$ cat config.mk
export PLATFORM = sky130hd
export DESIGN_NAME = serial_adder_ctrl_flat
export DESIGN_NICKNAME = d
export VERILOG_FILES = /design/src/rtl/serial_adder_ctrl_pkg.sv /design/src/rtl/serial_adder_ctrl_if.sv /design/src/rtl/serial_adder_ctrl_full_adder.sv /design/src/rtl/serial_adder_ctrl.sv /design/src/flat_wrapper.sv
export SDC_FILE = /design/constraint.sdc
export NUM_CORES = 1
export LEC_CHECK = 0
export CAP_MARGIN = 20
export CORE_MARGIN = 5
export CORE_UTILIZATION = 55
export CTS_BUF_LIST = sky130_fd_sc_hd__clkbuf_8
export CTS_CLUSTER_SIZE = 14
export DETAILED_ROUTE_END_ITERATION = 7
export PLACE_DENSITY_LB_ADDON = 0.2
export SLEW_MARGIN = 5
export SYNTH_ARGS = -nofsm -noshare
export SYNTH_HDL_FRONTEND = slang
export SYNTH_SLANG_ARGS = --single-unit
$ cat constraint.sdc
create_clock -name clk -period 4 [get_ports clk]
set_input_delay 1 -clock clk [delete_from_list [all_inputs] [get_ports clk]]
set_output_delay 1 -clock clk [all_outputs]
set_load 0.01 [all_outputs]
$ cat src/rtl/serial_adder_ctrl_pkg.sv
// Shared constants for the bit-serial adder sequencer: state encoding and default word width.
package serial_adder_ctrl_pkg;

    localparam int WORD_W = 16;

    typedef enum logic [1:0] {
        ST_IDLE = 2'd0,
        ST_RUN  = 2'd1,
        ST_DONE = 2'd2
    } state_t;

endpackage

$ cat src/rtl/serial_adder_ctrl_if.sv
// Operand/result handshake bundle for serial_adder_ctrl.
// The sub port exists only when SERIAL_ADDER_SUB_EN is defined.
interface serial_adder_ctrl_if #(
    parameter int WIDTH = 16
);
    logic             in_valid;
    logic             in_ready;
    logic [WIDTH-1:0] a;
    logic [WIDTH-1:0] b;
    logic             cin;
`ifdef SERIAL_ADDER_SUB_EN
    logic             sub;
`endif
    logic             out_valid;
    logic             out_ready;
    logic [WIDTH-1:0] sum;
    logic             cout;
    logic             ovf;
    logic             busy;

`ifdef SERIAL_ADDER_SUB_EN
    modport master (
        output in_valid, a, b, cin, sub, out_ready,
        input  in_ready, out_valid, sum, cout, ovf, busy
    );
    modport slave (
        input  in_valid, a, b, cin, sub, out_ready,
        output in_ready, out_valid, sum, cout, ovf, busy
    );
`else
    modport master (
        output in_valid, a, b, cin, out_ready,
        input  in_ready, out_valid, sum, cout, ovf, busy
    );
    modport slave (
        input  in_valid, a, b, cin, out_ready,
        output in_ready, out_valid, sum, cout, ovf, busy
    );
`endif

endinterface

$ cat src/rtl/serial_adder_ctrl_full_adder.sv
// One-bit full adder shared by the serial adder sequencer.
module full_adder (
    input  logic a,
    input  logic b,
    input  logic ci,
    output logic s,
    output logic co
);
    assign s  = a ^ b ^ ci;
    assign co = (a & b) | (ci & (a ^ b));
endmodule

$ cat src/rtl/serial_adder_ctrl.sv
// Bit-serial WIDTH-bit adder: one full_adder, LSB first, one bit per clock.
// Define SERIAL_ADDER_SUB_EN to add a sub input (a - b via inverted b and carry-in of 1).
//
//   state   | meaning
//   --------+-----------------------------------------------
//   ST_IDLE | in_ready high, waiting for operands
//   ST_RUN  | adding one bit per edge, busy high
//   ST_DONE | out_valid high, result held until out_ready
module serial_adder_ctrl
    import serial_adder_ctrl_pkg::*;
#(
    parameter int WIDTH = WORD_W
) (
    input  logic               clk,
    input  logic               rst_n,
    serial_adder_ctrl_if.slave bus
);
    localparam int CNT_W = $clog2(WIDTH);
    localparam logic [CNT_W-1:0] CNT_LAST = CNT_W'(WIDTH - 1);

    state_t           state_q, state_d;
    logic [WIDTH-1:0] a_sr, b_sr, sum_q;
    logic             carry, cout_q, ovf_q;
    logic [CNT_W-1:0] cnt;
    logic             fa_s, fa_c, last, sub_sel;

`ifdef SERIAL_ADDER_SUB_EN
    assign sub_sel = bus.sub;
`else
    assign sub_sel = 1'b0;
`endif

    full_adder u_fa (
        .a  (a_sr[0]),
        .b  (b_sr[0]),
        .ci (carry),
        .s  (fa_s),
        .co (fa_c)
    );

    assign last = (cnt == CNT_LAST);

    always_ff @(posedge clk or negedge rst_n) begin
        if (!rst_n) state_q <= ST_IDLE;
        else        state_q <= state_d;
    end

    always_comb begin
        state_d = state_q;
        case (state_q)
            ST_IDLE: if (bus.in_valid)  state_d = ST_RUN;
            ST_RUN:  if (last)          state_d = ST_DONE;
            ST_DONE: if (bus.out_ready) state_d = ST_IDLE;
            default:                    state_d = ST_IDLE;
        endcase
    end

    // a_sr doubles as the sum shift register: sum bits enter at the MSB as operand bits leave the LSB.
    always_ff @(posedge clk or negedge rst_n) begin
        if (!rst_n) begin
            a_sr   <= '0;
            b_sr   <= '0;
            carry  <= 1'b0;
            cnt    <= '0;
            sum_q  <= '0;
            cout_q <= 1'b0;
            ovf_q  <= 1'b0;
        end else begin
            case (state_q)
                ST_IDLE: begin
                    if (bus.in_valid) begin
                        a_sr  <= bus.a;
                        b_sr  <= sub_sel ? ~bus.b : bus.b;
                        carry <= sub_sel ? 1'b1 : bus.cin;
                        cnt   <= '0;
                    end
                end
                ST_RUN: begin
                    a_sr  <= {fa_s, a_sr[WIDTH-1:1]};
                    b_sr  <= {1'b0, b_sr[WIDTH-1:1]};
                    carry <= fa_c;
                    cnt   <= cnt + CNT_W'(1);
                    if (last) begin
                        sum_q  <= {fa_s, a_sr[WIDTH-1:1]};
                        cout_q <= fa_c;
                        ovf_q  <= fa_c ^ carry;
                    end
                end
                default: ;
            endcase
        end
    end

    assign bus.in_ready  = (state_q == ST_IDLE);
    assign bus.busy      = (state_q == ST_RUN);
    assign bus.out_valid = (state_q == ST_DONE);
    assign bus.sum       = sum_q;
    assign bus.cout      = cout_q;
    assign bus.ovf       = ovf_q;

endmodule

$ cat src/flat_wrapper.sv
// flat-port wrapper written by rule: the top's interface ports become plain ports
module serial_adder_ctrl_flat import serial_adder_ctrl_pkg::*;
#(
    parameter int WIDTH = WORD_W
)
  (clk, rst_n, bus_in_valid, bus_a, bus_b, bus_cin, bus_out_ready, bus_in_ready, bus_out_valid, bus_sum, bus_cout, bus_ovf, bus_busy);
  serial_adder_ctrl_if #(.WIDTH(WIDTH)) bus_i ();
  input  logic clk;
  input  logic rst_n;
  input wire logic [$bits(bus_i.in_valid)-1:0] bus_in_valid;
  input wire logic [$bits(bus_i.a)-1:0] bus_a;
  input wire logic [$bits(bus_i.b)-1:0] bus_b;
  input wire logic [$bits(bus_i.cin)-1:0] bus_cin;
  input wire logic [$bits(bus_i.out_ready)-1:0] bus_out_ready;
  output wire logic [$bits(bus_i.in_ready)-1:0] bus_in_ready;
  output wire logic [$bits(bus_i.out_valid)-1:0] bus_out_valid;
  output wire logic [$bits(bus_i.sum)-1:0] bus_sum;
  output wire logic [$bits(bus_i.cout)-1:0] bus_cout;
  output wire logic [$bits(bus_i.ovf)-1:0] bus_ovf;
  output wire logic [$bits(bus_i.busy)-1:0] bus_busy;
  assign bus_i.in_valid = bus_in_valid;
  assign bus_i.a = bus_a;
  assign bus_i.b = bus_b;
  assign bus_i.cin = bus_cin;
  assign bus_i.out_ready = bus_out_ready;
  assign bus_in_ready = bus_i.in_ready;
  assign bus_out_valid = bus_i.out_valid;
  assign bus_sum = bus_i.sum;
  assign bus_cout = bus_i.cout;
  assign bus_ovf = bus_i.ovf;
  assign bus_busy = bus_i.busy;
  serial_adder_ctrl #(.WIDTH(WIDTH)) u_core (.clk(clk), .rst_n(rst_n), .bus(bus_i));
endmodule
==> results of run 1 <==
-- flip-flops by register name, summed over array words and instances, names as in the netlist --
register / cells
u_core.bus.cout: 1
u_core.b_sr: 16
u_core.bus.ovf: 1
u_core.state_q: 2
u_core.a_sr: 16
u_core.bus.sum: 16
u_core.carry: 1
u_core.cnt: 4
-- stage by stage --
step           setup WS, ns  utilization (%)  instance area, um2  std cells  power (W)
2_1_floorplan          2.04                -                2640        234    0.00162
3_3_place_gp           1.41             68.6                3220        334    0.00195
3_5_place_dp           1.35             68.6                3220        334    0.00199
4_1_cts                1.07             72.3                3390        350    0.00248
5_1_grt                1.01             72.8                3410        351    0.00263
6_report               1.08             72.8                3410        351    0.00246
-- per-layer routing --
metal  track usage [%]  up-vias  share of wire (%)
met5                 0        -                  0
met3              5.90        9                5.8
met4              9.62        0                1.5
met1              25.3     1006                 44
li1                  -      959                  -
met2              31.6       61                 48
-- layout by cell type (no fill, tap or decap), types with 2 or more instances in the layout --
master	netlist	routed
sky130_fd_sc_hd__inv_1	1	3
sky130_fd_sc_hd__nand2_1	20	20
sky130_fd_sc_hd__mux2_2	9	9
sky130_fd_sc_hd__o21ai_0	30	30
sky130_fd_sc_hd__a22o_1	2	2
sky130_fd_sc_hd__nand3_1	2	2
sky130_fd_sc_hd__a22oi_1	31	31
sky130_fd_sc_hd__buf_4	3	7
sky130_fd_sc_hd__mux2_4	9	9
sky130_fd_sc_hd__dfrtp_1	57	57
sky130_fd_sc_hd__clkdlybuf4s50_1	0	56
sky130_fd_sc_hd__and2b_1	4	4
sky130_fd_sc_hd__clkinv_2	0	3
sky130_fd_sc_hd__clkbuf_8	0	11
sky130_fd_sc_hd__nor2b_1	15	15
sky130_fd_sc_hd__a21oi_1	17	17
sky130_fd_sc_hd__o21ai_1	4	4
-- cell usage after synthesis (2+ instances only) --
cell and instances:
sky130_fd_sc_hd__mux2_2 9, sky130_fd_sc_hd__a22o_1 2, sky130_fd_sc_hd__dfrtp_1 57, sky130_fd_sc_hd__nor2b_1 15, sky130_fd_sc_hd__a21oi_1 17, sky130_fd_sc_hd__clkbuf_1 5, sky130_fd_sc_hd__mux2_4 9, sky130_fd_sc_hd__o21ai_0 30
sky130_fd_sc_hd__nand2_1 20, sky130_fd_sc_hd__o21ai_1 4, sky130_fd_sc_hd__nand3_1 2, sky130_fd_sc_hd__buf_4 3, sky130_fd_sc_hd__a22oi_1 31, sky130_fd_sc_hd__and2b_1 4, sky130_fd_sc_hd__buf_2 7
-- worst max-delay path by stage --
stage,to,slack (ns),cells past startpoint
global route,bus_busy,1.01,4
floorplan,bus_in_ready,2.04,3
CTS,bus_busy,1.07,4
detailed placement,u_core.cnt[3]$_DFFE_PN0P_,1.35,5
finish,bus_busy,1.08,4
global placement,u_core.cnt[3]$_DFFE_PN0P_,1.41,5
-- layout make-up --
class	instances	share of cell area [%]
Tap cell	54	1.98
Clock inverter	5	0.660
Multi-Input combinational cell	157	32.2
Clock buffer	11	4.43
Sequential cell	57	41.8
Timing Repair Buffer	65	18.7
Inverter	2	0.220
-- cells by family (layout without fill, tap and decap cells) --
logic type	count (synthesis)	in the layout	synth area share (%)
AO/OA/AOI/OAI	88	88	20.4
flip-flops	57	57	54.0
AND/OR/NAND/NOR	47	47	10.3
buffers and inverters	20	83	4.54
multiplexers	19	19	9.32
adder cells (fa/ha/maj)	2	2	1.23
XOR/XNOR	1	1	0.331
-- critical path, delay by kind of cell, from the launching register on --
kind                   cells  cell delay, ns
buffers and inverters      3            0.94
DFF                        1            0.36
and+or+nand+nor            1            0.25
-- report_power, final --
group	switching (W)	internal [W]
clock network	0.000223	0.000250
registers	0.000177	0.000826
logic	0.000454	0.000526
==> impl.org, run 1 <==
** Floorplanning
- Area inside the core boundary :: around 4700 um2
- Row count :: 25
- For this configuration, the core starts out at a cell density of 56.3%.
- Die boundary height :: between 70 and 80 um
- Die Width :: around 79 um
- During I/O placement, the number of pins put on the boundary was 58.
- Full die area :: 6290 um2

** STA
- Final clock skew :: 0.00710 ns
- The clock period could shrink to 2.92 ns.
- The number of hold violations in the final report was 0.
- Setup repair after global routing missed its margin :: false
- Part of the cycle the worst path needs :: 72.9%
- Smallest hold slack :: 0.486 ns
- Maximum clock frequency :: 0.343 GHz
- The number of max-slew violations in the final report is 0.
- Slew at the pin closest to its max-slew limit :: 0.865 ns
- Setup violations remaining at the end of the flow were counted as 0.
- Final TNS setup :: 0 ns
- In this run the tightest slew margin relative to its limit is 42.3%.

** Critical path
- R2R setup slack :: 2.22 ns
- Kind of start point of the critical path :: register
- Critical path data required time :: 3.00 ns
- The number of cells on the worst reg-to-reg path is 4.
- Along the worst path, the maximum fanout reaches 37.
- Critical Path Source :: u_core.state_q[1]$_DFFE_PN0P_
- Slowest stage cell on the critical path :: sky130_fd_sc_hd__clkdlybuf4s50_1
- Type of element capturing the critical path :: output port
- Critical Path, Cell by Cell :: buf_4 > nand2b_4 > clkinv_1 > clkdlybuf4s50_1
- End of the worst register-to-register path :: u_core.bus.sum[4]$_DFFE_PN0P_
- Data arrival time at the worst-slack endpoint :: roughly 1.9 ns
- On the worst path, the slowest cell contributes a delay of 0.50 ns.
- In this run the critical register-to-register path is launched from u_core.state_q[1]$_DFFE_PN0P_.
- By startpoint and endpoint, the worst setup path is classified as reg -> out.

** CTS
- After clock tree synthesis, the clock-pin slew on the worst setup and hold paths is approximately 0.07 ns.
- Number of buffers created by CTS :: 9
- Gates resized, CTS repair :: 0
- Setup Buffers After CTS :: 0
- Number of clock sinks seen by CTS :: 57
- Max Buffers Root-to-Sink :: 2
- The clock tree synthesis step divided the H-tree into 3 levels.
- Source-to-sink clock delay at the later pin of the worst-skew pair :: between 0.3 and 0.4 ns
- CTS placed an instance of sky130_fd_sc_hd__clkbuf_8 at the clock tree root.
- TritonCTS built the clock tree.
- After clock tree synthesis, the flow added hold-fix buffers numbering 0.

** Global routing
- For this run the aggregate overflow at the end of global routing stands at 0.
- Number of antenna violations at the first check in global routing :: 0
- Number of global-route vias before repair :: 2084
- In the global route stage, overall resource usage came out at roughly a fifth.
- Entering global routing, the biggest net connects 47 pins.
- The first global-routing pass estimated ~9.7 mm of wire.

** Synthesis
- Library cell with the largest summed area after synthesis :: sky130_fd_sc_hd__dfrtp_1
- Mean Syn Cell Area :: ~11 um2
- Synthesized cell area :: ~2600 um2
- Prevailing post-synth register cell :: sky130_fd_sc_hd__dfrtp_1
- Yosys printed 0 warnings.
- When the netlist entered floorplanning its net count stood at 273.
- Count of flip-flops with a built-in enable after synthesis :: 0
- In this run, synthesis produced a sequential element count of 57.
- Register area share after synthesis :: 54.0%
- Counting every instance in the synthesized netlist gives around 230.
- Number of distinct library cells after synthesis :: 34
- By area the synthesized netlist is led by sky130_fd_sc_hd__dfrtp_1 (54%), sky130_fd_sc_hd__a22oi_1 (8.8%), sky130_fd_sc_hd__o21ai_0 (5.7%).
- For this run, asynchronously set or reset flops after synthesis account for between 90% and 100%.
- The synthesized design devotes to its leading area cell type 54.0% of total area.

** Cells and area
- FF+latch area :: approximately 1400 um2
- Of the cells placed in the final design, the portion with a size suffix greater than 1 is 15.2%.
- Number of filler cells placed in the layout :: between 300 and 400
- 0 antenna diodes ended up in the layout.
- Number of nets in the finished design :: 331
- Footprint of the multi-input gates :: about 1100 um2
- From synthesis to final layout, the design area changed by 29.2%.

** Routing
- Before antenna repair, the detailed router went through 4 iterations.
- In the routed design, unresolved DRC markers number 0.
- In this run, the number of DRC markers left after iteration 0 of detailed routing was ~150.
- For this block, the via count after detailed routing is 2035.
- Drt via density :: slightly below 6
- Wires add up to about 5.8 mm.
- Dividing the detail-routed wire length by the instance count gives roughly 17 um.
- The detail route stage leaves a number of antenna-violating nets equal to 0.

** Power
- Static power due to leakage :: 1.48 nW
- Cell Pwr Density :: 720 nW/um2
- The worst-case IR drop observed on VDD is approximately 0.00038 V.

** Place
- The congestion estimate from routability-driven global placement came to 0.751.
- Count of buffers from port buffering :: 57
- The HPWL after detailed placement is 3.68 mm.

** Outcome
- Status :: completed

** Job
- Max Cap Violations :: 0

** Worst hold path
- In this run the worst hold path is classified as in -> async.
Note: power is estimated with default switching activity, not from simulation.
==> inputs of run 2 (changes only) <==
Settings changed: CORE_UTILIZATION 55 to 47.
Clock period 4 ns to 2.5 ns, I/O delays scaled along.
==> impl.org, run 2 (synthesis results as in run 1) <==
** Cells and area
- The number of fill cells in the layout is 451 (+30%).
- Fraction of the core area covered by cells at the end of the flow :: 63.9% (-8.8 points)
- Fraction of final layout cells sized beyond drive strength 1 :: 16.3% (+1.2 points)
- Most frequent standard cell in the layout excluding fill and tap cells :: sky130_fd_sc_hd__dfrtp_1
- The area growth from synthesis to layout is 32.4%.
- Non-Filler Cell Area, Final :: 3500 um2 (+2.5%)
- Antenna diodes :: 0 (unchanged)
- Final cell count without fillers :: 372 (+6.0%)
- Number of nets in the finished design :: 334 (+0.91%)
- Most used cells in the layout excluding fill and tap cells :: sky130_fd_sc_hd__dfrtp_1 (57), sky130_fd_sc_hd__clkdlybuf4s50_1 (56), sky130_fd_sc_hd__a22oi_1 (31), sky130_fd_sc_hd__o21ai_0 (30), sky130_fd_sc_hd__nand2_1 (20)

** Routing
- Drt via density :: 5.46 (-5.8%)
- DRC violations left :: 0 (unchanged)
- Routed wire length :: 5.90 mm (+1.7%)
- Count of antenna-violating nets left after detailed routing :: 0 (unchanged)
- Average wire per cell in the routed design :: 15.9 um (-4.1%)
- The number of optimization iterations in the first detailed-route pass is 4 (unchanged).
- Number of DRC violations after detailed-routing iteration 0 :: 94 (-39%)
- Total vias in the final route :: 2031 (-0.20%)

** STA
- The final worst clock skew is 0.00586 ns (-0.00124 ns).
- Setup repair after global routing missed its margin :: false
- The clock period could shrink to 2.32 ns.
- The number of hold violations in the final report is 0 (unchanged).
- Smallest hold slack :: 0.307 ns (-0.179 ns)
- Final TNS setup :: 0 ns (unchanged)
- After layout, the worst path uses approximately 90% of the clock period.
- Count of endpoints failing setup in the final report :: 0 (unchanged)
- The slew at the pin with the worst max-slew slack is 0.638 ns (-0.228 ns).
- Maximum clock frequency :: 0.432 GHz
- The number of max-slew violations in the final report came to 0 (unchanged).
- Relative max-transition margin :: 57.5% (+15 points)

** Floorplanning
- The die extent in y is 85 um (+7.1%).
- Area inside the core boundary :: 5470 um2 (+17%)
- Die Width :: 85 um (+7.1%)
- Full die area :: 7230 um2 (+15%)
- The number of ports placed on the die boundary is 58 (unchanged).
- The site row count is 27 (+8.0%).
- Starting Density :: 48.3% (-8.0 points)

** Critical path
- Type of element capturing the critical path :: output port
- The reg2reg setup slack is 0.84 ns (-1.38 ns).
- Critical path data required time :: 1.88 ns (-1.12 ns)
- Category of the critical setup timing path :: reg -> out
- End of the worst register-to-register path :: u_core.bus.sum[0]$_DFFE_PN0P_
- The data arrival time of the critical path was 1.69 ns (-0.23 ns).
- In this run the critical register-to-register path is launched from u_core.cnt[0]$_DFFE_PN0P_.
- The count of cells along the worst register-to-register path is 4 (unchanged).
- The worst setup path is launched from a register.
- The biggest fanout along the worst timing path was 16 (-57%).

** Global routing
- The number of antenna violations at the first check in global routing was 0 (unchanged).
- Global router's overall resource usage :: 17.4% (-2.7 points)
- Number of global-route vias before repair :: 1962 (-5.9%)
- The leftover overflow at the end of global routing came to 0 (unchanged).
- The maximum number of pins on one net before global-route repair is 34 (-28%).
- The first-pass GRT wire length was 9.99 mm (+3.3%).

** CTS
- The clock input transition at the sequential cells of the worst setup and hold paths is 0.07 ns (about the same).
- The number of buffers created by CTS was 9 (unchanged).
- TritonCTS built the clock tree.
- Hold-fix buffers, CTS :: 0 (unchanged)
- Source-to-sink clock delay at the later pin of the worst-skew pair :: 0.34 ns (about the same)
- Cell at the root of the clock tree :: sky130_fd_sc_hd__clkbuf_8
- The H-tree depth reported by CTS is 3 (unchanged).
- The number of clock sinks is 57 (unchanged).
- Gates resized, CTS repair :: 0 (unchanged)
- Max Buffers Root-to-Sink :: 2 (unchanged)
- Setup Buffers After CTS :: 0 (unchanged)

** Place
- The number of buffer cells added on primary ports is 57 (unchanged).
- Detail Placement HPWL :: 3.91 mm (+6.3%)
- Post-place instance area :: 3280 um2 (+1.9%)
- Post-placement cell count :: 356 (+6.6%)
- Final GP Congestion :: 0.830 (+10%)

** Job
- The max-capacitance violation count was 0 (unchanged).

** Power
- The peak supply drop was 0.000416 V (+8.4%).
- Cell Pwr Density :: 1190 nW/um2 (+65%)
- Static power due to leakage :: 1.49 nW (+0.95%)

** Outcome
- The run finished with clean final reports.

** Worst hold path
- The path class of the tightest hold or removal check is in -> async.
[run 2: final cells by class]
class | count | area [um2] | share of cell area [%]
clock buffers | 9 | 124 | 3.54
clock inverters | 7 | 93.8 | 2.68
inverters | 2 | 7.51 | 0.215
multi-input cells | 157 | 1100 | 31.4
flip-flops and latches | 57 | 1430 | 40.8
well taps | 72 | 90.1 | 2.57
repair buffers | 68 | 661 | 18.9
[run 2: critical path, cell delays in order, from the launching register on]
cell and delay (ns):
sky130_fd_sc_hd__dfrtp_1 0.45, sky130_fd_sc_hd__buf_4 0.22, sky130_fd_sc_hd__nor2_1 0.13, sky130_fd_sc_hd__clkdlybuf4s50_1 0.55
[run 2: power breakdown]
group          switching, W  internal, W  leakage, nW
Clock              0.000386     0.000560        0.106
Combinational      0.000722     0.000871        0.657
Sequential         0.000294      0.00132        0.732
Total               0.00140      0.00275         1.49
[run 2: worst max path at each step]
stage                                             start                         end  slack (ns)
final                     u_core.state_q[0]$_DFFE_PN0P_                bus_in_ready        0.18
after global routing      u_core.state_q[0]$_DFFE_PN0P_                bus_in_ready        0.10
after CTS                 u_core.state_q[0]$_DFFE_PN0P_                bus_in_ready        0.17
after detailed placement                   bus_in_valid  u_core.b_sr[5]$_DFFE_PN0P_        0.50
after global placement                     bus_in_valid  u_core.b_sr[3]$_DFFE_PN0P_        0.58
after floorplan           u_core.state_q[0]$_DFFE_PN0P_                bus_in_ready        0.92
[run 2: per-stage QoR]
step	setup WS, ns	total power (W)
finish	0.183	0.00415
global route	0.103	0.00445
CTS	0.166	0.00419
detailed placement	0.497	0.00323
global placement	0.576	0.00318
floorplan	0.917	0.00260
[run 2: metal layers]
layer | up-vias | GRT usage, % | routed length (um)
li1 | 962 | - | -
met1 | 987 | 24.2 | 2710
met5 | - | 0 | 0
met3 | 10 | 4.56 | 396
met2 | 72 | 25.4 | 2700
met4 | 0 | 7.77 | 93
==> inputs of run 3 (changes only) <==
Settings changed: ABC_AREA set to 1.
==> impl.org, run 3 <==
** Outcome
- Status :: completed

** Critical path
- Kind of start point of the critical path :: register
- In this run the critical register-to-register path is captured at u_core.bus.sum[15]$_DFFE_PN0P_.
- Critical path data required time :: 1.88 ns (about the same)
- Type of element capturing the critical path :: output port
- R2R setup slack :: 0.93 ns (+0.09 ns)
- By startpoint and endpoint, the worst setup path is classified as reg -> out.
- Worst R2R Path Depth :: 6 (+2)
- Data arrival time at the worst-slack endpoint :: 1.46 ns (-0.23 ns)
- Crit Reg-Reg Startpoint :: u_core.state_q[1]$_DFFE_PN0P_
- The biggest fanout along the worst timing path came to 4 (-12).

** Synthesis
- Sorting the synthesized cells by area gives the leading types as sky130_fd_sc_hd__dfrtp_1 (55%), sky130_fd_sc_hd__nand3_1 (20%), sky130_fd_sc_hd__nand2_1 (14%).
- The multiplexer area fraction after synthesis came to 0% (-9.3 points).
- The post-synthesis share of cell area spent on and, or, nand and nor gates is 36.0% (+26 points).
- The proportion of synthesized flip-flops having asynchronous set or reset is 100% (unchanged).
- The share of the synthesized area in the top cell type is 55.2% (+1.3 points).
- The number of warnings issued by yosys was 0 (unchanged).
- The number of enable flip-flop cells after synthesis came to 0 (unchanged).
- The area share of fa/ha/maj cells after synthesis is 1.26% (+0.029 points).
- The area fraction in compound gates after synthesis is 0.872% (-19 points).
- Library cell with the largest summed area after synthesis :: sky130_fd_sc_hd__dfrtp_1
- The parity-gate share of the synthesized area counting xor and xnor cells is 0.678% (+0.35 points).
- The share of synthesized area occupied by flip-flops and latches is 55.2% (+1.3 points).
- Post-Synthesis Cells :: 294 (+26%)
- Among all flip-flop cells after synthesis, the most frequent one is sky130_fd_sc_hd__dfrtp_1.
- Synth cell count leaders :: sky130_fd_sc_hd__nand3_1 (104), sky130_fd_sc_hd__nand2_1 (93), sky130_fd_sc_hd__dfrtp_1 (57)
- Synthesized cell area :: 2580 um2 (-2.3%)
- Mean Syn Cell Area :: 8.79 um2 (-22%)
- Number of distinct library cells after synthesis :: 23 (-32%)
- Combinational family with the most area after synthesis :: simple AND/OR/NAND/NOR gates
- The post-synthesis net count came to 333 (+22%).
- Flops & latches, synth :: 57 (unchanged)
- Among all cell types in the netlist, the one instantiated most often is sky130_fd_sc_hd__nand3_1.

** Routing
- DRC violations left :: 0 (unchanged)
- The total wire length came to 5.96 mm (+1.1%).
- Drt via density :: 5.24 (-4.0%)
- DR pass1 iterations :: 5 (+1)
- The first-iteration detailed-routing DRC count was 122 (+30%).
- The number of vias after detailed routing came to 2227 (+9.7%).
- The number of routed nets with antenna violations came to 0 (unchanged).
- The detailed-route wire length per cell is 14.0 um (-12%).

** STA
- The post-route worst setup slack is 0.414 ns (+0.231 ns).
- Final TNS setup :: 0 ns (unchanged)
- Relative max-transition margin :: 68.7% (+11 points)
- The fmax came to 0.479 GHz (+11%).
- Time the worst path needs with I/O delays and setup :: 2.09 ns (-0.231 ns)
- Part of the cycle the worst path needs :: 83.4% (-9.2 points)
- The number of max-slew violations in the final report came to 0 (unchanged).
- Final clock skew :: 0.00578 ns (-0.0000780 ns)
- The final setup violation count is 0 (unchanged).
- Setup repair after global routing missed its margin :: false
- The slew at the pin with the worst max-slew slack came to 0.469 ns (-0.169 ns).
- Hold Vio Cnt, Final :: 0 (unchanged)

** CTS
- The number of hold buffers added after CTS came to 0 (unchanged).
- In this run the clock root is driven by a sky130_fd_sc_hd__clkbuf_8.
- TritonCTS built the clock tree.
- The number of buffers between clock root and the deepest sink was 2 (unchanged).
- Gates resized, CTS repair :: 0 (unchanged)
- Number of clock sinks seen by CTS :: 57 (unchanged)
- Source-to-sink clock delay at the later pin of the worst-skew pair :: 0.33 ns (about the same)
- Number of buffers created by CTS :: 9 (unchanged)
- Setup Buffers After CTS :: 0 (unchanged)
- Maximum level of the CTS H-tree :: 3 (unchanged)
- Clock-pin slew on the worst setup and hold paths :: 0.06 ns (about the same)

** Global routing
- The all-layer global routing usage is 17.2% (-0.14 points).
- Pin count of the biggest net entering global routing :: 58 (+71%)
- The first-pass GRT wire length was 9.87 mm (-1.2%).
- The leftover overflow at the end of global routing came to 0 (unchanged).
- The number of global-route vias before repair is 2206 (+12%).
- Number of antenna violations at the first check in global routing :: 0 (unchanged)

** Cells and area
- Leaving out fill and tap cells, the most frequent cell in the layout is sky130_fd_sc_hd__nand3_1.
- Final cell count without fillers :: 425 (+14%)
- Most used cells in the layout excluding fill and tap cells :: sky130_fd_sc_hd__nand3_1 (104), sky130_fd_sc_hd__nand2_1 (93), sky130_fd_sc_hd__dfrtp_1 (57), sky130_fd_sc_hd__clkdlybuf4s50_1 (56), sky130_fd_sc_hd__clkbuf_8 (10)
- The area occupied by registers came to 1430 um2 (unchanged).
- The utilization of the core after routing is 61.7% (-2.2 points).
- The fraction of final layout cells sized beyond drive strength 1 is 8.22% (-8.1 points).
- Layout overhead on the synthesized area :: 29.9%
- The number of inserted diodes was 0 (unchanged).
- Number of filler cells placed in the layout :: 499 (+11%)
- The multi-input gate area in the final layout came to 1000 um2 (-8.7%).
- The net total in the final layout is 387 (+16%).
- Non-Filler Cell Area, Final :: 3360 um2 (-4.1%)

** Place
- Post-place instance area :: 3170 um2 (-3.5%)
- Final GP Congestion :: 0.766 (-7.7%)
- Post-placement cell count :: 409 (+15%)
- The number of buffer cells added on primary ports is 57 (unchanged).
- The pre-CTS setup slack is 0.493 ns (-0.00343 ns).
- The placed wire-length estimate came to 3.81 mm (-2.6%).

** Floorplanning
- The die area was 7080 um2 (-2.0%).
- Count of pins on the block boundary :: 58 (unchanged)
- The starting utilization of the core area is 47.5% (-0.80 points).
- Die Width :: 84.1 um (-1.0%)
- The area of the core was 5440 um2 (-0.62%).
- The site row count was 27 (unchanged).
- The die extent in y was 84.1 um (-1.0%).

** Power
- Static power due to leakage :: 1.61 nW (+7.7%)
- The peak supply drop is 0.000505 V (+22%).
- Internal power summed over all cells :: 0.00243 W (-12%)
- Net switching fraction of the power :: 36.5% (+2.8 points)
- The part of the power in registers came to 42.1% (+3.2 points).
- Comb pwr share :: 36.4% (-1.9 points)
- The relative contribution of the clock network to total power is 21.5% (-1.3 points).
- Switching Power :: 0.00140 W (-0.29%)
- The power per standard cell area came to 1140 nW/um2 (-4.0%).

** Job
- The max-capacitance violation count came to 0 (unchanged).

** Worst hold path
- The tightest min-delay check is of the in -> async type.
-- run 3: cell count changes after synthesis, sizes merged, moves of 17 or more --
cell | before | now
a22oi | 31 | 0
mux2 | 18 | 0
a21oi | 17 | 0
nand2 | 20 | 95
o21ai | 34 | 3
nand3 | 3 | 105
-- run 3: worst max path at each step --
stage / from / depth (start not counted) / slack, ns / endpoint
3_5_place_dp: bus_in_valid / 5 / 0.49 / u_core.b_sr[3]$_DFFE_PN0P_
4_1_cts: u_core.state_q[0]$_DFFE_PN0P_ / 2 / 0.39 / bus_in_ready
6_report: u_core.state_q[0]$_DFFE_PN0P_ / 2 / 0.41 / bus_in_ready
2_1_floorplan: u_core.state_q[1]$_DFFE_PN0P_ / 5 / 1.01 / bus_busy
5_1_grt: u_core.state_q[0]$_DFFE_PN0P_ / 2 / 0.36 / bus_in_ready
3_3_place_gp: bus_in_valid / 5 / 0.52 / u_core.b_sr[0]$_DFFE_PN0P_
-- run 3: area by class of cell --
type / instances / share of cell area (%)
flip-flops and latches: 57 / 42.5
multi-input cells: 212 / 29.9
repair buffers: 64 / 18.8
clock buffers: 10 / 4.10
well taps: 72 / 2.68
clock inverters: 6 / 1.53
inverters: 4 / 0.522
-- run 3: critical path: stages (launching register included) --
cell and delay, ns:
sky130_fd_sc_hd__dfrtp_1 0.44, sky130_fd_sc_hd__nor2_2 0.14, sky130_fd_sc_hd__clkdlybuf4s50_1 0.54
-- run 3: routing by layer --
metal / track usage, % / part of all wire (%) / wire (um) / up-vias
li1: - / - / - / 1090
met1: 21.5 / 44 / 2650 / 1053
met2: 28.0 / 47 / 2820 / 76
met5: 0 / 0 / 0 / -
met3: 4.22 / 6.9 / 413 / 8
met4: 8.33 / 1.3 / 76 / 0
-- run 3: power by group through the flow --
stage | Clock (W) | Sequential [W] | Combinational, W
after global placement | 0 | 0.00160 | 0.00136
final | 0.000823 | 0.00161 | 0.00139
after floorplan | 0 | 0.00161 | 0.000902
after global routing | 0.000875 | 0.00165 | 0.00156
after CTS | 0.000842 | 0.00161 | 0.00142
after detailed placement | 0 | 0.00162 | 0.00141
-- run 3: cell families after synthesis --
logic type	count (synthesis)
AO/OA/AOI/OAI	4
XOR/XNOR	2
adder cells (fa/ha/maj)	2
buffers and inverters	25
flip-flops	57
AND/OR/NAND/NOR	204
-- run 3: through the flow --
step	hold slack, ns	power (W)
floorplan	0.329	0.00251
global placement	0.452	0.00297
detailed placement	0.457	0.00303
CTS	0.297	0.00387
global route	0.324	0.00409
finish	0.283	0.00383
